File: src/rtl/sync_pkg.sv
// Shared constants and helpers for the sync_filt_bus synchronizer family.
// Optional edge-detect outputs are controlled by the SYNC_EDGE_DET_EN macro.
`timescale 1ns/1ps
package sync_pkg;

  localparam int unsigned SYNC_STAGES_DEF = 2;
  localparam int unsigned SYNC_FILT_DEF   = 3;

  // Stability counter width: ceil(log2(filt)), never narrower than one bit.
  function automatic int unsigned cnt_w(input int unsigned filt);
    return (filt <= 2) ? 1 : $clog2(filt);
  endfunction

endpackage

File: src/rtl/sync_filt_bus_if.sv
// Bus bundle for sync_filt_bus: raw inputs, filtered levels and optional edge pulses.
// rise/fall only exist when SYNC_EDGE_DET_EN is defined.
`timescale 1ns/1ps
interface sync_filt_bus_if #(
  parameter int unsigned WIDTH = 4
);

  logic [WIDTH-1:0] Din;
  logic [WIDTH-1:0] Dout;
`ifdef SYNC_EDGE_DET_EN
  logic [WIDTH-1:0] rise;
  logic [WIDTH-1:0] fall;

  modport master (output Din, input Dout, input rise, input fall);
  modport slave  (input Din, output Dout, output rise, output fall);
`else
  modport master (output Din, input Dout);
  modport slave  (input Din, output Dout);
`endif

endinterface

File: src/rtl/sync_filt_ch.sv
// One synchronizer channel: flop chain, debounce counter, output level and
// (with SYNC_EDGE_DET_EN) registered one-cycle rise/fall pulses.
`timescale 1ns/1ps
module sync_filt_ch
  import sync_pkg::*;
#(
  parameter int unsigned STAGES  = SYNC_STAGES_DEF,
  parameter int unsigned FILT    = SYNC_FILT_DEF,
  parameter logic        RST_VAL = 1'b0
) (
  input  logic clk_B,
  input  logic rst_n,
  input  logic din,
  output logic dout
`ifdef SYNC_EDGE_DET_EN
  ,
  output logic rise,
  output logic fall
`endif
);

  localparam int unsigned    CNT_W   = cnt_w(FILT);
  localparam logic [CNT_W-1:0] CNT_MAX = CNT_W'(FILT - 1);

  logic [STAGES-1:0] sync_q;
  logic              sq;
  logic [CNT_W-1:0]  cnt_q;
  logic              upd;

  assign sq  = sync_q[STAGES-1];
  // Output flips on this edge: new value has now been seen FILT cycles in a row.
  assign upd = (sq != dout) && (cnt_q == CNT_MAX);

  // Metastability chain; only sq is ever looked at.
  always_ff @(posedge clk_B or negedge rst_n) begin
    if (!rst_n) begin
      sync_q <= '0;
    end else begin
      sync_q <= {sync_q[STAGES-2:0], din};
    end
  end

  // Debounce: count consecutive differing cycles, any agreeing cycle restarts.
  always_ff @(posedge clk_B or negedge rst_n) begin
    if (!rst_n) begin
      cnt_q <= '0;
      dout  <= RST_VAL;
    end else if (sq == dout) begin
      cnt_q <= '0;
    end else if (cnt_q == CNT_MAX) begin
      cnt_q <= '0;
      dout  <= sq;
    end else begin
      cnt_q <= cnt_q + CNT_W'(1);
    end
  end

`ifdef SYNC_EDGE_DET_EN
  // Pulses are registered alongside dout so they line up with the level change.
  always_ff @(posedge clk_B or negedge rst_n) begin
    if (!rst_n) begin
      rise <= 1'b0;
      fall <= 1'b0;
    end else begin
      rise <= upd & sq;
      fall <= upd & ~sq;
    end
  end
`endif

endmodule

File: src/rtl/sync_filt_bus.sv
// Multi-channel level synchronizer with glitch filter, receiving (clk_B) domain only.
// Define SYNC_EDGE_DET_EN to add registered rise/fall pulse outputs.
`timescale 1ns/1ps
module sync_filt_bus
  import sync_pkg::*;
#(
  parameter int unsigned      WIDTH   = 4,
  parameter int unsigned      STAGES  = SYNC_STAGES_DEF,
  parameter int unsigned      FILT    = SYNC_FILT_DEF,
  parameter logic [WIDTH-1:0] RST_VAL = '0
) (
  input logic             clk_B,
  input logic             rst_n,
  sync_filt_bus_if.slave  bus
);

  if (WIDTH < 1) begin : g_bad_width
    $error("sync_filt_bus: WIDTH must be >= 1");
  end
  if (STAGES < 2) begin : g_bad_stages
    $error("sync_filt_bus: STAGES must be >= 2");
  end
  if (FILT < 1) begin : g_bad_filt
    $error("sync_filt_bus: FILT must be >= 1");
  end

  logic [WIDTH-1:0] dout;
`ifdef SYNC_EDGE_DET_EN
  logic [WIDTH-1:0] rise;
  logic [WIDTH-1:0] fall;

  assign bus.rise = rise;
  assign bus.fall = fall;
`endif

  assign bus.Dout = dout;

  // Channels are fully independent; no coherency across bits.
  for (genvar i = 0; i < WIDTH; i++) begin : g_ch
    sync_filt_ch #(
      .STAGES  (STAGES),
      .FILT    (FILT),
      .RST_VAL (RST_VAL[i])
    ) u_ch (
      .clk_B (clk_B),
      .rst_n (rst_n),
      .din   (bus.Din[i]),
      .dout  (dout[i])
`ifdef SYNC_EDGE_DET_EN
      ,
      .rise  (rise[i]),
      .fall  (fall[i])
`endif
    );
  end

endmodule

File: src/flat_wrapper.sv
// flat-port wrapper written by rule: the top's interface ports become plain ports
module sync_filt_bus_flat import sync_pkg::*;
#(
  parameter int unsigned      WIDTH   = 4,
  parameter int unsigned      STAGES  = SYNC_STAGES_DEF,
  parameter int unsigned      FILT    = SYNC_FILT_DEF,
  parameter logic [WIDTH-1:0] RST_VAL = '0
)
  (clk_B, rst_n, bus_Din, bus_Dout);
  sync_filt_bus_if #(.WIDTH(WIDTH)) bus_i ();
  input logic clk_B;
  input logic rst_n;
  input wire logic [$bits(bus_i.Din)-1:0] bus_Din;
  output wire logic [$bits(bus_i.Dout)-1:0] bus_Dout;
  assign bus_i.Din = bus_Din;
  assign bus_Dout = bus_i.Dout;
  sync_filt_bus #(.WIDTH(WIDTH), .STAGES(STAGES), .FILT(FILT), .RST_VAL(RST_VAL)) u_core (.clk_B(clk_B), .rst_n(rst_n), .bus(bus_i));
endmodule
File: config.mk
export PLATFORM = sky130hd
export DESIGN_NAME = sync_filt_bus_flat
export DESIGN_NICKNAME = d
export VERILOG_FILES = /design/src/rtl/sync_pkg.sv /design/src/rtl/sync_filt_bus_if.sv /design/src/rtl/sync_filt_ch.sv /design/src/rtl/sync_filt_bus.sv /design/src/flat_wrapper.sv
export SDC_FILE = /design/constraint.sdc
export NUM_CORES = 1
export LEC_CHECK = 0
export CORE_MARGIN = 2
export CORE_UTILIZATION = 50
export DETAILED_ROUTE_END_ITERATION = 8
export PLACE_DENSITY = 0.78
export SLEW_MARGIN = 25
export SYNTH_ARGS = -nofsm -noshare
export SYNTH_HDL_FRONTEND = slang
export SYNTH_SLANG_ARGS = --single-unit
File: constraint.sdc
create_clock -name clk_B -period 1.29 [get_ports clk_B]
set_input_delay 0.1935 -clock clk_B [delete_from_list [all_inputs] [get_ports clk_B]]
set_output_delay 0.1935 -clock clk_B [all_outputs]
set_load 0.05 [all_outputs]
Word-level counts from Yosys, hierarchy flattened:

Index checks and enable logic that the tools add are counted.
W data, S select, Z words.

* bits in registers: 20
* bits in latches: 0
* bits in writable memories: 0
* memory bits (read-only): 0
* output and inout bits: 4
* word-level logic and storage cells: 40
* memories kept: 0

* add/sub/neg operators: 4
* multipliers: 0
* divide/modulo/power cells: 0
* magnitude comparators: 0
* equality and inequality tests: 8
* shift-type cells: 0
* mux-type cells: 8
* bitwise operators: 4
* reductions and logical operators: 4

Operators with widths (count)
* $mux W2: 8
* $add A2 B1 Y2 const B: 4
* $eq A2 B2 Y1 const B: 4
* $reduce_and A2 Y1: 4
* $eq A1 B1 Y1: 4
* $not A1 Y1: 4

Depth between registers and ports, before layout:

Gate-level depths: netlist (run 1).

* depth in word-level cells: 3
* depth in mapped cells: 2
* depth with buffers taken out: 2

Hierarchy:

Synthesis (run 1) repeated with hierarchy kept, for this count alone.

* cell total of the unflattened synthesis: 40
* area total of the unflattened synthesis: 700.7 µm²

Modules (own cells, without submodules)
* sync_filt_ch: times used 4, cells each 10, area an instance 175.2 µm², sequential area each 125.1 µm²

Worst setup path after synthesis (run 1):

No wires, ideal clock.

* path kind: reg-to-reg
* start point: register u_core.g_ch[1].u_ch.cnt_q[0]
* end point: register u_core.g_ch[1].u_ch.dout
* data arrival time: 0.788 ns
* required time: 1.165 ns
* slack: 0.377 ns
* cell stages (with the launch flop): 3
* cells stage by stage: dfrtp_1 -> nor2b_4 -> mux2_4

* longest elaborated chain between the ends: 2

RTL lines
* from (decl): RTL line sync_filt_ch.sv:27 `logic [CNT_W-1:0] cnt_q;`
* from (signal assigned): RTL line sync_filt_ch.sv:54 `cnt_q <= cnt_q + CNT_W'(1);`
* $eq A2 B2 Y1: RTL line sync_filt_ch.sv:50 `end else if (cnt_q == CNT_MAX) begin`
* $reduce_and A2 Y1 (no line)
* to (signal assigned): RTL line sync_filt_ch.sv:52 `dout <= sq;`
* to (decl): RTL line sync_filt_ch.sv:14 `output logic dout`

Every way passes these cells.
A chain may end at the register's enable or synchronous reset.

Worst setup path after layout (run 1):

* start point: register u_core.g_ch[2].u_ch.dout
* end point: output bus_Dout[2]

RTL lines
* from (decl): RTL line sync_filt_ch.sv:14
* from (signal assigned): RTL line sync_filt_ch.sv:52
* to (decl): RTL line flat_wrapper.sv:14 `output wire logic [$bits(bus_i.Dout)-1:0] bus_Dout;`

No word-level cell between the ends.

==> flow_metrics.tcl, run 1 <==
set metrics [dict create \
    cts_tree "done" \
    grtUsageTotal_pct 12.0 \
    portBuffers 9 \
    period_share_pct 85.8 \
    ys_ff_latch 20 \
    pin_count 10 \
    clockBufferDepth 2 \
    grt_max_degree 21 \
    start_util_pct 54.8 \
    final_nets 61 \
    share_comb_of_total_power_pct 41.2 \
    syn_nets 50 \
    max_freq_ghz 0.904 \
    ctsRootBufferMaster "clkbuf_4" \
    clk_latency_ns 0.29 \
    postPlaceCellArea_um2 857 \
    routed_wl_um 876 \
    vias 355 \
    nFillCells 96 \
    place_congestion 0.686 \
    cts_resized 0 \
    intPower_mw 1.44 \
    yosys-top-cells-area "dfrtp_1 (68%), mux2_4 (8.2%), nor2b_4 (7.5%), xnor2_1 (4.8%), buf_4 (4.1%)" \
    area_growth_pct 20.4 \
    syn_area_um2 731 \
    ctsHtreeMaxLevel 1 \
    post_cts_buffers 0 \
    path_depth 1 \
    grt-ovfl-total 0 \
    dieWidth_um 42.2 \
    fp-row-count 13 \
    dr.pass1.iters 2 \
    synth_edf_count 0 \
    ant_nets 0 \
    synth_cell_types 7 \
    crit_slowest_cell "dfrtp_1" \
    rsz0062_at_grt "no" \
    utilization_pct 65.9 \
    crit_type "flop to primary output" \
    cellPowerDensity_nw_per_um2 2500 \
    viasPerCell 5.22 \
    drc 0 \
    finalMaxSlewViolations 0 \
    worst_pin_slew_ns 0.239 \
    async_reset_ff_share_pct 100 \
    wl_per_cell_um 12.9 \
    synth_most_common_cell "dfrtp_1" \
    status "finished clean" \
    die_h_um 42.2 \
    num_antenna_cells 0 \
    crit_buf_inv 1 \
    core-area_um2 1330 \
    hpwlAfterDp_um 681 \
    p_switching_mw 0.757 \
    crit_family "flip-flops" \
    synthFlopType "dfrtp_1" \
    slew_headroom_pct 84.1 \
    die_area_um2 1780 \
    antenna_found_initial 0 \
    design_area_um2 880 \
    cp_data_required_time_ns 1.10 \
    setup_viol 0 \
    maxCapViolations 0 \
    cp.arrival_ns 0.91 \
    fin_tns_setup_ns 0 \
    timing.hold.ws_ns 0.233 \
    power.share.clock_pct 12.5 \
    fin_skew_ns 0.000833 \
    cts_hold_buf 0 \
    yosysTopAreaCellShare_pct 68.5 \
    critPathLaunchType "flop" \
    synth_top_area_cell "dfrtp_1" \
    max_stage_delay_ns 0.45 \
    pwr-share-seq_pct 46.3 \
    drive_above_1_share_pct 30.2 \
    min_path_type "input port to async pin" \
    seq_area_frac_synth_pct 68.5 \
    cts.clk_slew.worst_paths_ns 0.10 \
    power_switching_share_pct 34.5 \
    ys_warn_count 0 \
    ir_drop_mv 1.22 \
    grt_pass1_vias 346 \
    synth_area_per_cell_um2 16.6 \
    cts_buffers 3 \
    path_max_fanout 3 \
    finalHoldViolCount 0 \
    p_leak_nw 0.385 \
    synthCells 44 \
    fin_crit_ns 1.11 \
    end_kind "primary output" \
    r2r_cells 2 \
    cp_cell_sequence "buf_12" \
    cts_sinks 20 \
    drt_iter0_drc 2 \
    grt_pass1_wl_um 1500 \
]
## power groups by stage
stage          Combinational [mW]  Clock (mW)  Sequential (mW)
6_report                    0.905       0.274             1.02
5_1_grt                     0.949       0.308             1.04
4_1_cts                     0.917       0.284             1.02
3_5_place_dp                0.911           0             1.04
3_3_place_gp                0.896           0             1.01
2_1_floorplan               0.676           0            0.960
## final cells by class
type                    instances  area, um^2  area share [%]
clock buffers                   3        22.5            2.56
repair buffers                 10         138            15.6
well taps                      15        18.8            2.13
flip-flops and latches         20         500            56.9
multi-input cells              20         200            22.8
## logic make-up (layout without fill, tap and decap cells)
kind of cell / after synthesis / in the layout / synth area share (%)
muxes: 4 / 4 / 8.22
buffers and inverters: 4 / 13 / 4.11
and+or+nand+nor: 12 / 12 / 14.4
DFF: 20 / 20 / 68.5
xor gates and xnor gates: 4 / 4 / 4.79
## cells in the final DEF (no fill, tap or decap)
cell type | synthesis | routed
mux2_4 | 4 | 4
buf_12 | 0 | 4
dfrtp_1 | 20 | 20
nor3_1 | 4 | 4
xnor2_1 | 4 | 4
clkbuf_4 | 0 | 3
clkdlybuf4s50_1 | 0 | 5
nor3b_1 | 4 | 4
nor2b_4 | 4 | 4
buf_4 | 4 | 1
## worst paths after layout
path                                                     from                       endpoint  slack, ns
worst max-delay path                 u_core.g_ch[2].u_ch.dout                    bus_Dout[2]       0.18
worst min-delay path                                    rst_n  u_core.g_ch[2].u_ch.sync_q[1]       0.23
worst max register to register   u_core.g_ch[2].u_ch.cnt_q[0]       u_core.g_ch[2].u_ch.dout       0.33
worst min register to register  u_core.g_ch[1].u_ch.sync_q[0]  u_core.g_ch[1].u_ch.sync_q[1]       0.36
max in group asynchronous                               rst_n  u_core.g_ch[3].u_ch.sync_q[0]       0.86
min in group clk_B                                 bus_Din[0]  u_core.g_ch[0].u_ch.sync_q[0]       0.33
## per-layer routing
metal / vias to the layer above / wire [um] / track usage (%)
met4: 0 / 20 / 5.63
li1: 165 / - / -
met3: 4 / 40 / 5.17
met2: 8 / 452 / 19.7
met5: - / 0 / 0
met1: 178 / 364 / 13.5
## registers in the layout (all words and copies together) (netlist names)
register                 count
u_core.g_ch.u_ch.dout        4
u_core.g_ch.u_ch.cnt_q       8
u_core.g_ch.u_ch.sync_q      8
## per-stage QoR
step	setup WS, ns	total power, mW	std cells
after detailed placement	0.339	1.95	65
after CTS	0.175	2.22	68
after global routing	0.153	2.30	68
final	0.184	2.20	68
after floorplan	0.377	1.64	44
after global placement	0.358	1.91	65
(Power assumes the default switching activity.)
==> run 2, diff against run 1 <==
--- a/config.mk
+++ b/config.mk
@@ -8,7 +8,7 @@
 export CORE_MARGIN = 2
 export CORE_UTILIZATION = 50
 export DETAILED_ROUTE_END_ITERATION = 8
-export PLACE_DENSITY = 0.78
+export PLACE_DENSITY = 0.73
 export SLEW_MARGIN = 25
 export SYNTH_ARGS = -nofsm -noshare
 export SYNTH_HDL_FRONTEND = slang
==> run 2 against run 1 <==
  * Via count rose by 1.7%
  * Critical path depth did not move
  * Design area rose by 3.4%
  * First-iteration DRC count fell by 50%
  * Routed wire length rose by 8.8%
  * Critical endpoint is now bus_Dout[3]
  * Combinational power barely moved
  * Core utilization rose by 2.3 points
  * Sequential share of layout area fell by 1.9 points
  * Global-route usage rose by 1.8 points
  * Setup slack got worse by 0.018 ns
  * Hold slack got worse by 0.023 ns
  * Cell count rose by 1.5%
==> flow_metrics.tcl, run 2 (synthesized netlist as in run 1, its figures left out) <==
set metrics [dict create \
    status "finished clean" \
    fin_tns_setup_ns 0 \
    maxCapViolations 0 \
    p_leak_nw 0.399 \
    clockBufferDepth 2 \
    start_util_pct 54.8 \
    utilization_pct 68.2 \
    vias 361 \
    cellPowerDensity_nw_per_um2 2670 \
    cp_cell_sequence "buf_12" \
    end_kind "primary output" \
    crit_family "flip-flops" \
    viasPerCell 5.23 \
    path_max_fanout 3 \
    rsz0062_at_grt "no" \
    final_nets 61 \
    dr.pass1.iters 3 \
    share_comb_of_total_power_pct 37.3 \
    portBuffers 9 \
    drc 0 \
    grtUsageTotal_pct 13.8 \
    cp_data_required_time_ns 1.10 \
    finalHoldViolCount 0 \
    fp-row-count 13 \
    grt-ovfl-total 0 \
    place_congestion 0.704 \
    routed_wl_um 953 \
    clk_latency_ns 0.30 \
    cts_resized 0 \
    largest_registers "u_core.g_ch.u_ch.cnt_q (8), u_core.g_ch.u_ch.sync_q (8), u_core.g_ch.u_ch.dout (4)" \
    num_antenna_cells 0 \
    grt_max_degree 21 \
    pwr-share-seq_pct 42.1 \
    crit_buf_inv 1 \
    fin_crit_ns 1.12 \
    pin_count 10 \
    antenna_found_initial 0 \
    timing.hold.ws_ns 0.210 \
    critPathLaunchType "flop" \
    crit_slowest_cell "dfrtp_1" \
    power_switching_share_pct 32.3 \
    power.share.clock_pct 20.6 \
    fin_skew_ns 0.00688 \
    cts_sinks 20 \
    drive_above_1_share_pct 31.5 \
    worst_pin_slew_ns 0.237 \
    die_h_um 42.2 \
    layout_common_cells "dfrtp_1 (20), clkdlybuf4s50_1 (5)" \
    ir_drop_mv 1.32 \
    cp.arrival_ns 0.93 \
    p_switching_mw 0.783 \
    slew_headroom_pct 84.1 \
    drt_iter0_drc 1 \
    core-area_um2 1330 \
    cts_buffers 3 \
    grt_pass1_vias 426 \
    layout_commonest_cell "dfrtp_1" \
    cts_tree "done" \
    period_share_pct 87.2 \
    post_cts_buffers 0 \
    min_path_type "input port to async pin" \
    finalMaxSlewViolations 0 \
    die_area_um2 1780 \
    cts_hold_buf 0 \
    area_growth_pct 24.5 \
    grt_pass1_wl_um 1790 \
    cts.clk_slew.worst_paths_ns 0.11 \
    nFillCells 91 \
    max_freq_ghz 0.889 \
    crit_type "flop to primary output" \
    ctsRootBufferMaster "clkbuf_4" \
    intPower_mw 1.64 \
    dieWidth_um 42.2 \
    max_stage_delay_ns 0.46 \
    setup_viol 0 \
    ant_nets 0 \
    hpwlAfterDp_um 706 \
    ctsHtreeMaxLevel 1 \
    wl_per_cell_um 13.8 \
]
-- run 2: changes by cell type in the layout (fill, tap and decap cells not counted), sizes merged --
| cell | delta |
|---|---|
| bufinv | +1 |
-- run 2: through the flow --
stage	worst slack [ns]	cell area (um^2)	std cells	power (mW)
2_1_floorplan	0.377	731	44	1.64
3_3_place_gp	0.367	857	65	1.89
3_5_place_dp	0.327	857	65	1.95
4_1_cts	0.154	910	69	2.45
5_1_grt	0.121	910	69	2.55
6_report	0.165	910	69	2.43
-- run 2: worst paths after layout --
check                                         startpoint                       endpoint  slack (ns)  cells after the start
max                             u_core.g_ch[3].u_ch.dout                    bus_Dout[3]        0.17                      1
min                                                rst_n  u_core.g_ch[0].u_ch.sync_q[0]        0.21                      2
max reg2reg                 u_core.g_ch[3].u_ch.cnt_q[1]       u_core.g_ch[3].u_ch.dout        0.31                      2
min reg2reg                u_core.g_ch[2].u_ch.sync_q[0]  u_core.g_ch[2].u_ch.sync_q[1]        0.36                      0
max in group asynchronous                          rst_n       u_core.g_ch[2].u_ch.dout        0.88                      2
min in group clk_B                            bus_Din[3]  u_core.g_ch[3].u_ch.sync_q[0]        0.32                      1
-- run 2: power by group through the flow --
stage | sequential, mW | clock [mW] | combinational [mW]
after global routing | 1.05 | 0.534 | 0.964
after floorplan | 0.960 | 0 | 0.676
after global placement | 1.01 | 0 | 0.882
after CTS | 1.02 | 0.514 | 0.918
after detailed placement | 1.04 | 0 | 0.913
final | 1.02 | 0.500 | 0.905
-- run 2: routing by layer --
layer | vias to the layer above | GRT usage, % | part of all wire [%]
met1 | 192 | 15.3 | 43
li1 | 161 | - | -
met2 | 6 | 23.4 | 53
met4 | 0 | 9.38 | 0.42
met3 | 2 | 3.02 | 3.8
met5 | - | 0 | 0
-- run 2: cell type report --
cell class	instances	area [um^2]	share of cell area, %
Timing Repair Buffer	10	138	15.1
Sequential cell	20	500	55.0
Clock buffer	3	22.5	2.48
Multi-Input combinational cell	20	200	22.0
Tap cell	15	18.8	2.06
Clock inverter	1	30.0	3.30
